[config.mk]
export PLATFORM = sky130hd
export DESIGN_NAME = pulse_sequencer
export DESIGN_NICKNAME = d
export VERILOG_FILES = /design/src/rtl/pulse_seq_pkg.sv /design/src/rtl/pulse_seq_markers.sv /design/src/rtl/pulse_sequencer.sv
export SDC_FILE = /design/constraint.sdc
export NUM_CORES = 2
export LEC_CHECK = 0
export ABC_AREA = 1
export BUFFER_PORTS_ARGS = -buffer_cell sky130_fd_sc_hd__buf_2
export CAP_MARGIN = 20
export CORE_UTILIZATION = 64
export DETAILED_ROUTE_END_ITERATION = 12
export PLACE_DENSITY = 0.89
export SYNTH_ARGS = -nofsm -noshare
export SYNTH_HDL_FRONTEND = slang
export SYNTH_HIERARCHICAL = 1
export SYNTH_SLANG_ARGS = --single-unit
[constraint.sdc]
create_clock -name i_clk -period 8.05 [get_ports i_clk]
set_clock_uncertainty 0.1 [all_clocks]
set_input_delay 0.805 -clock i_clk [delete_from_list [all_inputs] [get_ports i_clk]]
set_output_delay 0.805 -clock i_clk [all_outputs]
set_load 0.01 [all_outputs]
[src/rtl/pulse_seq_pkg.sv]
// Shared types and widths for the pulse sequencer: run state, mode codes,
// the packed configuration word and a saturating marker adder.
package pulse_seq_pkg;

   localparam int CNT_W = 32;
   localparam int T_W   = 16;
   localparam int N_W   = 8;

   typedef enum logic {
      IDLE = 1'b0,
      RUN  = 1'b1
   } state_t;

   localparam logic [N_W-1:0] MODE_CW   = N_W'(0);
   localparam logic [N_W-1:0] MODE_HAHN = N_W'(1);

   typedef struct packed {
      logic [CNT_W-1:0] period;
      logic [T_W-1:0]   p1wid;
      logic [T_W-1:0]   p2wid;
      logic [T_W-1:0]   delay;
      logic [T_W-1:0]   nut_w;
      logic [T_W-1:0]   nut_d;
      logic [T_W-1:0]   bl_start;
      logic [T_W-1:0]   bl_stop;
      logic [N_W-1:0]   cpmg;
      logic             block;
   } cfg_t;

   // Markers saturate at all-ones so an overflowing event simply lands past the period end.
   function automatic logic [CNT_W-1:0] sat_add(input logic [CNT_W-1:0] a,
                                                input logic [CNT_W-1:0] b);
      logic [CNT_W:0] sum;
      sum = {1'b0, a} + {1'b0, b};
      return sum[CNT_W] ? {CNT_W{1'b1}} : sum[CNT_W-1:0];
   endfunction

endpackage

[src/rtl/pulse_seq_markers.sv]
// Incremental pi-pulse and blocking-window marker generator. Markers step by
// 2*delay+p2 each time a pulse or window finishes; outputs are combinational on the counter.
module pulse_seq_markers
   import pulse_seq_pkg::*;
(
   input  logic             i_clk,
   input  logic             i_rst_n,
   input  logic             i_en,
   input  logic             i_start,
   input  logic [CNT_W-1:0] i_cnt,
   input  logic [T_W-1:0]   i_p1wid,
   input  logic [T_W-1:0]   i_p2wid,
   input  logic [T_W-1:0]   i_delay,
   input  logic [T_W-1:0]   i_bl_start,
   input  logic [T_W-1:0]   i_bl_stop,
   input  logic [N_W-1:0]   i_cpmg,
   output logic             o_pi,
   output logic             o_win,
   output logic             o_sync,
   output logic [N_W-1:0]   o_idx
);

   logic [CNT_W-1:0] r_s, r_e, r_wb;
   logic [N_W-1:0]   r_k, r_wk, r_idx;
   logic             r_pdone, r_wdone;

   logic [CNT_W-1:0] w_s, w_e, w_wb, w_step, w_s0, w_e0, w_win_lo, w_win_hi;
   logic [N_W-1:0]   w_k, w_wk, w_idx;
   logic             w_pdone, w_wdone, w_padv, w_wadv, w_none;
   logic [CNT_W:0]   w_cnt_p1;

   assign w_none   = (i_cpmg < MODE_HAHN);
   assign w_step   = sat_add(sat_add(CNT_W'(i_delay), CNT_W'(i_delay)), CNT_W'(i_p2wid));
   assign w_s0     = sat_add(CNT_W'(i_p1wid), CNT_W'(i_delay));
   assign w_e0     = sat_add(w_s0, CNT_W'(i_p2wid));
   assign w_cnt_p1 = {1'b0, i_cnt} + {{CNT_W{1'b0}}, 1'b1};

   // At c=0 the first-pulse markers are derived directly from the (just loaded) configuration.
   always_comb begin
      w_k     = r_k;
      w_s     = r_s;
      w_e     = r_e;
      w_pdone = r_pdone;
      w_wk    = r_wk;
      w_wb    = r_wb;
      w_wdone = r_wdone;
      w_idx   = r_idx;
      if (i_start) begin
         w_k     = N_W'(1);
         w_s     = w_s0;
         w_e     = w_e0;
         w_pdone = w_none;
         w_wk    = N_W'(1);
         w_wb    = w_e0;
         w_wdone = w_none;
         w_idx   = '0;
      end
   end

   assign w_win_lo = sat_add(w_wb, CNT_W'(i_bl_start));
   assign w_win_hi = sat_add(w_wb, CNT_W'(i_bl_stop));

   assign o_pi   = !w_pdone && (i_cnt >= w_s) && (i_cnt < w_e);
   assign o_idx  = (!w_pdone && (i_cnt == w_s)) ? w_k : w_idx;
   assign o_sync = !w_pdone && !((w_k == i_cpmg) && (i_cnt >= w_e));
   assign o_win  = !w_wdone && (i_bl_stop > i_bl_start) &&
                   (i_cnt >= w_win_lo) && (i_cnt < w_win_hi);

   // Advance on the last cycle of the pulse/window (or at its start when it is empty).
   assign w_padv = !w_pdone && (i_cnt >= w_s) && (w_cnt_p1 >= {1'b0, w_e});
   assign w_wadv = !w_wdone && (w_cnt_p1 >= {1'b0, w_win_hi});

   always_ff @(posedge i_clk or negedge i_rst_n) begin
      if (!i_rst_n) begin
         r_s     <= '0;
         r_e     <= '0;
         r_wb    <= '0;
         r_k     <= '0;
         r_wk    <= '0;
         r_idx   <= '0;
         r_pdone <= 1'b1;
         r_wdone <= 1'b1;
      end else if (i_en) begin
         r_idx   <= o_idx;
         r_k     <= w_padv ? w_k + N_W'(1) : w_k;
         r_s     <= w_padv ? sat_add(w_s, w_step) : w_s;
         r_e     <= w_padv ? sat_add(w_e, w_step) : w_e;
         r_pdone <= w_padv ? (w_k >= i_cpmg) : w_pdone;
         r_wk    <= w_wadv ? w_wk + N_W'(1) : w_wk;
         r_wb    <= w_wadv ? sat_add(w_wb, w_step) : w_wb;
         r_wdone <= w_wadv ? (w_wk >= i_cpmg) : w_wdone;
      end
   end

endmodule

[src/rtl/pulse_sequencer.sv]
// Run-controlled CW / Hahn / CPMG pulse sequencer with a double-buffered
// configuration that is only applied at a period boundary.
//
//   state | meaning
//   IDLE  | outputs quiet, pending config applied at once, waits for run
//   RUN   | counter sweeps 0..period-1; leaves at period end if run is low
module pulse_sequencer
   import pulse_seq_pkg::*;
(
   input  logic             i_clk,
   input  logic             i_rst_n,
   input  logic             i_cfg_valid,
   output logic             o_cfg_ready,
   input  logic [CNT_W-1:0] i_cfg_period,
   input  logic [T_W-1:0]   i_cfg_p1wid,
   input  logic [T_W-1:0]   i_cfg_p2wid,
   input  logic [T_W-1:0]   i_cfg_delay,
   input  logic [T_W-1:0]   i_cfg_nut_w,
   input  logic [T_W-1:0]   i_cfg_nut_d,
   input  logic [N_W-1:0]   i_cfg_cpmg,
   input  logic [T_W-1:0]   i_cfg_bl_start,
   input  logic [T_W-1:0]   i_cfg_bl_stop,
   input  logic             i_cfg_block,
   input  logic             i_run,
   output logic             o_sync_on,
   output logic             o_pulse_on,
   output logic             o_inhib,
   output logic [N_W-1:0]   o_pulse_idx,
   output logic             o_period_strobe
);

   state_t           r_state, w_state_nxt;
   logic [CNT_W-1:0] r_cnt;
   cfg_t             r_act, r_pend, w_cfg_in;
   logic             r_pend_full;
   logic             r_sync, r_pulse, r_inhib, r_strobe;
   logic [N_W-1:0]   r_idx;

   logic [CNT_W-1:0] w_period, w_nut_end, w_nut_st;
   logic             w_wrap, w_accept, w_load, w_nut;
   logic             w_m_pi, w_m_win, w_m_sync;
   logic [N_W-1:0]   w_m_idx;
   logic             w_sync, w_pulse, w_inhib, w_strobe;
   logic [N_W-1:0]   w_idx;

   assign w_cfg_in = '{period:   i_cfg_period,
                       p1wid:    i_cfg_p1wid,
                       p2wid:    i_cfg_p2wid,
                       delay:    i_cfg_delay,
                       nut_w:    i_cfg_nut_w,
                       nut_d:    i_cfg_nut_d,
                       bl_start: i_cfg_bl_start,
                       bl_stop:  i_cfg_bl_stop,
                       cpmg:     i_cfg_cpmg,
                       block:    i_cfg_block};

   assign w_period = (r_act.period < CNT_W'(2)) ? CNT_W'(2) : r_act.period;
   assign w_wrap   = (r_state == RUN) && (r_cnt == w_period - CNT_W'(1));
   assign w_accept = i_cfg_valid && !r_pend_full;
   assign w_load   = r_pend_full && ((r_state == IDLE) || w_wrap);

   always_ff @(posedge i_clk or negedge i_rst_n) begin
      if (!i_rst_n) r_state <= IDLE;
      else          r_state <= w_state_nxt;
   end

   always_comb begin
      w_state_nxt = r_state;
      case (r_state)
         IDLE:    if (i_run) w_state_nxt = RUN;
         RUN:     if (w_wrap && !i_run) w_state_nxt = IDLE;
         default: w_state_nxt = IDLE;
      endcase
   end

   always_ff @(posedge i_clk or negedge i_rst_n) begin
      if (!i_rst_n)                         r_cnt <= '0;
      else if ((r_state == RUN) && !w_wrap) r_cnt <= r_cnt + CNT_W'(1);
      else                                  r_cnt <= '0;
   end

   // A handshake in the same cycle as a copy refills the slot the copy just drained.
   always_ff @(posedge i_clk or negedge i_rst_n) begin
      if (!i_rst_n) begin
         r_act       <= '0;
         r_pend      <= '0;
         r_pend_full <= 1'b0;
      end else begin
         if (w_load) r_act <= r_pend;
         if (w_accept) begin
            r_pend      <= w_cfg_in;
            r_pend_full <= 1'b1;
         end else if (w_load) begin
            r_pend_full <= 1'b0;
         end
      end
   end

   pulse_seq_markers u_markers (
      .i_clk      (i_clk),
      .i_rst_n    (i_rst_n),
      .i_en       (r_state == RUN),
      .i_start    ((r_state == RUN) && (r_cnt == '0)),
      .i_cnt      (r_cnt),
      .i_p1wid    (r_act.p1wid),
      .i_p2wid    (r_act.p2wid),
      .i_delay    (r_act.delay),
      .i_bl_start (r_act.bl_start),
      .i_bl_stop  (r_act.bl_stop),
      .i_cpmg     (r_act.cpmg),
      .o_pi       (w_m_pi),
      .o_win      (w_m_win),
      .o_sync     (w_m_sync),
      .o_idx      (w_m_idx)
   );

   // Nutation window clamps at 0 instead of wrapping when nut_d+nut_w exceeds the period.
   assign w_nut_end = (CNT_W'(r_act.nut_d) >= w_period) ? '0 : w_period - CNT_W'(r_act.nut_d);
   assign w_nut_st  = (CNT_W'(r_act.nut_w) >= w_nut_end) ? '0 : w_nut_end - CNT_W'(r_act.nut_w);
   assign w_nut     = (r_act.nut_w != '0) && (r_cnt >= w_nut_st) && (r_cnt < w_nut_end);

   always_comb begin
      w_sync   = 1'b0;
      w_pulse  = 1'b0;
      w_inhib  = r_act.block;
      w_idx    = '0;
      w_strobe = 1'b0;
      if (r_state == RUN) begin
         w_strobe = (r_cnt == '0);
         if (r_act.cpmg == MODE_CW) begin
            w_pulse = 1'b1;
            w_inhib = 1'b0;
            w_sync  = (r_cnt < (w_period >> 1));
         end else begin
            w_pulse = (r_cnt < CNT_W'(r_act.p1wid)) || w_m_pi || w_nut;
            w_inhib = r_act.block && !w_m_win;
            w_sync  = w_m_sync;
            w_idx   = w_m_idx;
         end
      end
   end

   always_ff @(posedge i_clk or negedge i_rst_n) begin
      if (!i_rst_n) begin
         r_sync   <= 1'b0;
         r_pulse  <= 1'b0;
         r_inhib  <= 1'b0;
         r_idx    <= '0;
         r_strobe <= 1'b0;
      end else begin
         r_sync   <= w_sync;
         r_pulse  <= w_pulse;
         r_inhib  <= w_inhib;
         r_idx    <= w_idx;
         r_strobe <= w_strobe;
      end
   end

   assign o_sync_on       = r_sync;
   assign o_pulse_on      = r_pulse;
   assign o_inhib         = r_inhib;
   assign o_pulse_idx     = r_idx;
   assign o_period_strobe = r_strobe;
   assign o_cfg_ready     = !r_pend_full;

endmodule

Word-level counts from Yosys, hierarchy flattened
Index checks and enable logic that the tools add are counted.
- $lt $le $gt $ge: 18
- reductions and logical operators: 33
- bitwise logic cells: 1
- mux-type cells: 43
- add/sub/neg operators: 16
- equal/unequal tests: 3
- operator list (operator ; count):
    two-way mux 32 bit ; 19
    adder 32 x 16 -> 33 bit ; 4
    >= comparator 32 bit ; 4
    adder 32 x 32 -> 33 bit ; 3
    < comparator 32 bit ; 3
    >= comparator 33 x 32 -> 1 bit ; 2
    == test 32 bit ; 2
    >= comparator 16 x 32 -> 1 bit ; 2
    two-way mux 8 bit ; 8
    subtractor 32 x 16 -> 32 bit ; 2
    adder 16 x 16 -> 17 bit ; 2
    adder 32 x 1 -> 33 bit, second input constant ; 1
    adder 32 x 1 -> 32 bit, second input constant ; 1
    logical NOT 32 bit ; 1
    < comparator 32 x 16 -> 1 bit ; 1
    < comparator 32 x 2 -> 1 bit, second input constant ; 1
    < comparator 32 x 31 -> 1 bit ; 1
    subtractor 32 x 1 -> 32 bit, second input constant ; 1
    logical AND 1 bit ; 19
    adder 8 x 1 -> 8 bit, second input constant ; 2
    >= comparator 8 bit ; 2
    greater-than comparator 16 bit ; 1
    nonzero test 16 bit ; 1
    two-way mux 1 bit ; 15
    other kinds (8) ; 16
- word-level logic and storage cells: 150
- register bits: 474

Longest topological paths before layout
- word-level depth: 14
- mapped depth: 50
- gate-level depth less buffers: 49

Modules after synthesis
The synthesis kept the hierarchy.
- modules (own cells, without submodules) (module ; times used ; area each (um^2) ; cells an instance ; seq. area each (um^2)):
    pulse_seq_markers ; 1 ; 23015.8 ; 3776 ; 3055.4
    pulse_sequencer ; 1 ; 20624.8 ; 2457 ; 8808.4

Worst setup path after synthesis
OpenSTA, ideal clock, no wires.
- kind: register to register
- start: register r_cnt[0]
- end: register u_markers.r_wb[15]
- stages on the path, launching flop included: 42
- path buffers: 6
- setup slack: 1.436 ns
- arrival: 6.396 ns
- cell sequence: dfrtp_1 -> inv_1 -> ha_1 -> nand2_1 -> nor3_1 -> nand4_1 -> nor3_1 -> inv_2 -> buf_4 -> buf_2 -> clkbuf_1 -> or2_2 -> o21ai_0 -> inv_1 -> fa_1 -> inv_1 -> nand2_1 -> o21ai_1 -> [6 not listed] -> nand3_4 -> nor2_8 -> nand3_2 -> buf_6 -> buf_8 -> nand2_2 -> inv_2 -> ha_1 -> nand2_1 -> nor2_1 -> nand2_1 -> nor4_1 -> nand3b_1 -> nand4_4 -> clkbuf_1 -> nand4_1 -> nand3_1 -> nand2_1
- longest elaborated chain between the ends: 8
- elaborated cells on any way between the ends: 13
- ends and longest elaborated chain (element ; line ; text):
    from (decl) ; pulse_sequencer.sv:33 ; logic [CNT_W-1:0] r_cnt;
    from (signal assigned) ; pulse_sequencer.sv:78 ; else if ((r_state == RUN) && !w_wrap) r_cnt <= r_cnt + CNT_W'(1);
    logical NOT 32 bit ; pulse_sequencer.sv:103 ; .i_start ((r_state == RUN) && (r_cnt == '0)),
    logical AND 1 bit ; pulse_sequencer.sv:103 ;
    two-way mux 32 bit ; pulse_seq_markers.sv:48 ; if (i_start) begin
    adder 32 x 16 -> 33 bit ; pulse_seq_pkg.sv:34 ; sum = {1'b0, a} + {1'b0, b};
    two-way mux 32 bit ; pulse_seq_pkg.sv:35 ; return sum[CNT_W] ? {CNT_W{1'b1}} : sum[CNT_W-1:0];
    >= comparator 33 x 32 -> 1 bit ; pulse_seq_markers.sv:71 ; assign w_wadv = !w_wdone && (w_cnt_p1 >= {1'b0, w_win_hi});
    logical AND 1 bit ; pulse_seq_markers.sv:71 ;
    two-way mux 32 bit (*) ; pulse_seq_markers.sv:90 ; r_wb <= w_wadv ? sat_add(w_wb, w_step) : w_wb;
    to (signal assigned) ; pulse_seq_markers.sv:90 ;
    to (decl) ; pulse_seq_markers.sv:23 ; logic [CNT_W-1:0] r_s, r_e, r_wb;
Mark *: on every way between the ends. The rest lies on a longest branch, timed or not.
A chain may end at the register's enable or synchronous reset.

Worst setup path after layout
- start: register r_state
- end: register r_inhib (netlist: o_inhib)
- longest elaborated chain between the ends: 11
- elaborated cells on any way between the ends: 17
- ends and longest elaborated chain (element ; line ; text):
    from (decl) ; pulse_sequencer.sv:32 ; state_t r_state, w_state_nxt;
    from (signal assigned) ; pulse_sequencer.sv:64 ; else r_state <= w_state_nxt;
    logical AND 1 bit (*) ; pulse_sequencer.sv:103 ;
    two-way mux 32 bit ; pulse_seq_markers.sv:48 ;
    adder 32 x 16 -> 33 bit ; pulse_seq_pkg.sv:34 ;
    two-way mux 32 bit ; pulse_seq_pkg.sv:35 ;
    >= comparator 32 bit ; pulse_seq_markers.sv:67 ; (i_cnt >= w_win_lo) && (i_cnt < w_win_hi);
    logical AND 1 bit ; pulse_seq_markers.sv:66 ; assign o_win = !w_wdone && (i_bl_stop > i_bl_start) &&
    logical AND 1 bit (*) ; pulse_seq_markers.sv:67 ;
    named net w_m_win ; pulse_sequencer.sv:41 ; logic w_m_pi, w_m_win, w_m_sync;
    logical NOT 1 bit (*) ; pulse_sequencer.sv:136 ; w_inhib = r_act.block && !w_m_win;
    logical AND 1 bit (*) ; pulse_sequencer.sv:136 ;
    two-way mux 1 bit (*) ; pulse_sequencer.sv:130 ; if (r_act.cpmg == MODE_CW) begin
    two-way mux 1 bit (*) ; pulse_sequencer.sv:128 ; if (r_state == RUN) begin
    named net w_inhib ; pulse_sequencer.sv:43 ; logic w_sync, w_pulse, w_inhib, w_strobe;
    to (signal assigned) ; pulse_sequencer.sv:153 ; r_inhib <= w_inhib;
    to (decl) ; pulse_sequencer.sv:36 ; logic r_sync, r_pulse, r_inhib, r_strobe;
Mark *: on every way through the listed nets, which the timed path passes. The rest lies on a longest branch.

==> flow_metrics.tcl <==
set metrics [dict create \
    cts_sinks 474 \
    fin_util_pct 70.19 \
    first_pass_iters 10 \
    vias 45280 \
    dp.final_hpwl_um 117800 \
    use_met2_pct 63.70 \
    peakVddDrop_mv 0.3197 \
    synth_cell_types 59 \
    first_iter_violations 6414 \
    yosys.area.top_type "dfrtp_1" \
    slew_violations 0 \
    cp_max_fo 20 \
    grt_max_degree 142 \
    rsz0062_at_grt "false" \
    cp_slowest_cell "nor4_1" \
    setup-tns-final_ns 0 \
    drt-total-wl_um 159100 \
    drc 0 \
    grt_pass1_vias 41540 \
    met1_usage_pct 62.61 \
    die_w_um 263.1 \
    fin_crit_sh_pct 98.73 \
    critPathKind "flop to flop" \
    fillers 5643 \
    fin_nets 7027 \
    io_buffers 169 \
    grt_pass1_wl_um 239900 \
    via_per_inst 6.227 \
    synth_top_flop_cell "dfrtp_1" \
    gr-usage-all-layers_pct 44.70 \
    htreeDepth 2 \
    outcome "complete, no violations" \
    hold_ws_ns 0.1266 \
    layout_common_cells "1,810 x nand2_1, 709 x inv_1, 578 x nand3_1" \
    leakage_nw 25.86 \
    rrSetupSlack_ns 0.10 \
    avgSynthCellArea_sq_um 7.002 \
    drtAntennaViolNets 0 \
    place_area_sq_mm 0.04533 \
    netlist_top_cells_area "dfrtp_1 27%, nand2_1 16%, ha_1 15%" \
    drive_gt1_share_pct 9.995 \
    setup_viol 0 \
    routedWlPerCell_um 21.88 \
    synth_cells 6233 \
    worstPathRequired_ns 8.47 \
    critPathArrivalTime_ns 8.36 \
    overflow 0 \
    final_common_cell "nand2_1" \
    hold_buffers 0 \
    cts.clk_slew.worst_paths_ns 0.06 \
    maxSlewHeadroom_pct 11.69 \
    initial_core_util_pct 64.87 \
    clockBufferDepth 3 \
    fin_crit_ns 7.948 \
    synth_warnings 6 \
    crit_top_cell "nand2_1" \
    cts_made_buffers 52 \
    synth_edf_count 0 \
    syn_area_sq_mm 0.04364 \
    core_area_sq_mm 0.06728 \
    slowest_delay_ns 0.96 \
    cap_violations 0 \
    synth-seq-cells 474 \
    hold_path.class "input pin to asynchronous set/reset pin" \
    gp_congestion 1.099 \
    io-pin-count 170 \
    design_area_sq_mm 0.04722 \
    die_area_sq_mm 0.06924 \
    areaGrowthSynthToFinish_pct 8.208 \
    hold_viol 0 \
    end_kind "flop" \
    ys_seq_area_share_pct 27.19 \
    rows 95 \
    busiest_layer "met2" \
    grt_util_met3_pct 13.07 \
    synth_nets 6908 \
    worstMarginPinSlew_ns 1.320 \
    cp-start-kind "flop" \
    timing.fmax_mhz 125.8 \
    power.density_mw_per_mm2 283.7 \
    cts_tree "built" \
    chipHeight_um 263.1 \
    antenna_found_initial 6 \
    root_buffer "clkbuf_16" \
    synthArstFlopShare_pct 100.0 \
    insertion_delay_ns 0.65 \
    synth_top_area_share_pct 27.06 \
]
routing by layer:
layer	part of all wire (%)	vias up
met5	0.068	-
met4	4.8	6
li1	-	20790
met1	41	21100
met3	14	513
met2	40	2879
path summary, 6_finish.rpt:
| path | from | end | cells past startpoint |
|---|---|---|---|
| hold reg to reg | u_markers/r_wb[10] | u_markers/r_wb[10] | 2 |
| setup / recovery | r_state | o_inhib | 31 |
| hold / removal | i_rst_n | r_cnt[26] | 1 |
| max in group asynchronous | i_rst_n | r_pend[103] | 2 |
| min in group i_clk | i_cfg_nut_d[2] | r_pend[43] | 2 |
| setup reg to reg | r_state | o_inhib | 31 |
what timing repair did:
action,4_1_cts,5_1_grt
endpoints found under the setup margin,0,8
resized for setup,0,13
buffers inserted,0,1
power breakdown:
group	total (mW)	internal, mW	switching [mW]
registers	3.54	3.02	0.515
logic	7.33	2.62	4.70
clock network	2.53	1.45	1.09
Yosys cell counts (17+ instances only):
cell type	count
a21oi_1	357
nand2_1	1813
nor2_2	17
nor4_1	43
dfrtp_1	472
inv_2	21
o21ai_0	204
or2_2	45
xnor2_1	92
o21a_1	19
nand3b_1	20
nor2_1	469
nand2_2	23
ha_1	508
inv_1	709
a31oi_1	18
buf_2	46
nor3_1	74
clkbuf_1	96
nand4_1	149
xor2_1	115
mux2_2	153
buf_4	19
nand3_1	578
worst max-delay path, delay by kind of cell (launching register included):
kind / cells / cell delay [ns]
adder cells (fa/ha/maj): 3 / 0.92
AND/OR/NAND/NOR: 19 / 4.23
flip-flops: 1 / 0.56
AO/OA/AOI/OAI: 3 / 0.69
buffers and inverters: 6 / 1.28
cells by family (layout without fill, tap and decap cells):
group / Yosys count / count (layout) / share of synthesized area [%]
multiplexers: 153 / 153 / 3.948
flip-flops: 474 / 474 / 27.19
other: 0 / 5 / 0
buffers and inverters: 914 / 1074 / 8.372
adder cells (fa/ha/maj): 518 / 518 / 15.02
XOR/XNOR: 210 / 210 / 4.309
AND/OR/NAND/NOR: 3274 / 3274 / 32.53
AO/OA/AOI/OAI: 690 / 690 / 8.630
sequential cells by signal, indices dropped and copies added, names as in the netlist, 8 cells and up:
register         cells
r_act              153
u_markers/r_s       32
r_cnt               32
u_markers/r_idx      8
u_markers/r_wk       8
u_markers/r_e       32
u_markers/r_k        8
u_markers/r_wb      32
o_pulse_idx          8
r_pend             153
final cells by class:
| type | instances | area, sq um | area share [%] |
|---|---|---|---|
| repair buffers | 249 | 1526 | 3.232 |
| multi-input cells | 4845 | 28190 | 59.70 |
| inverters | 730 | 2744 | 5.810 |
| well taps | 873 | 1092 | 2.313 |
| clock inverters | 22 | 312.8 | 0.6624 |
| flip-flops and latches | 474 | 11870 | 25.14 |
| diodes | 5 | 12.51 | 0.02650 |
| clock buffers | 73 | 1471 | 3.116 |
stage by stage:
stage	worst slack [ns]	power (mW)	cells
3_3_place_gp	0.5404	10.31	7168
5_1_grt	0.01016	14.20	7266
4_1_cts	0.4211	13.09	7263
2_1_floorplan	1.436	8.414	6233
3_5_place_dp	0.4894	10.48	7168
6_report	0.1024	13.40	7271
(Power assumes the default switching activity.)
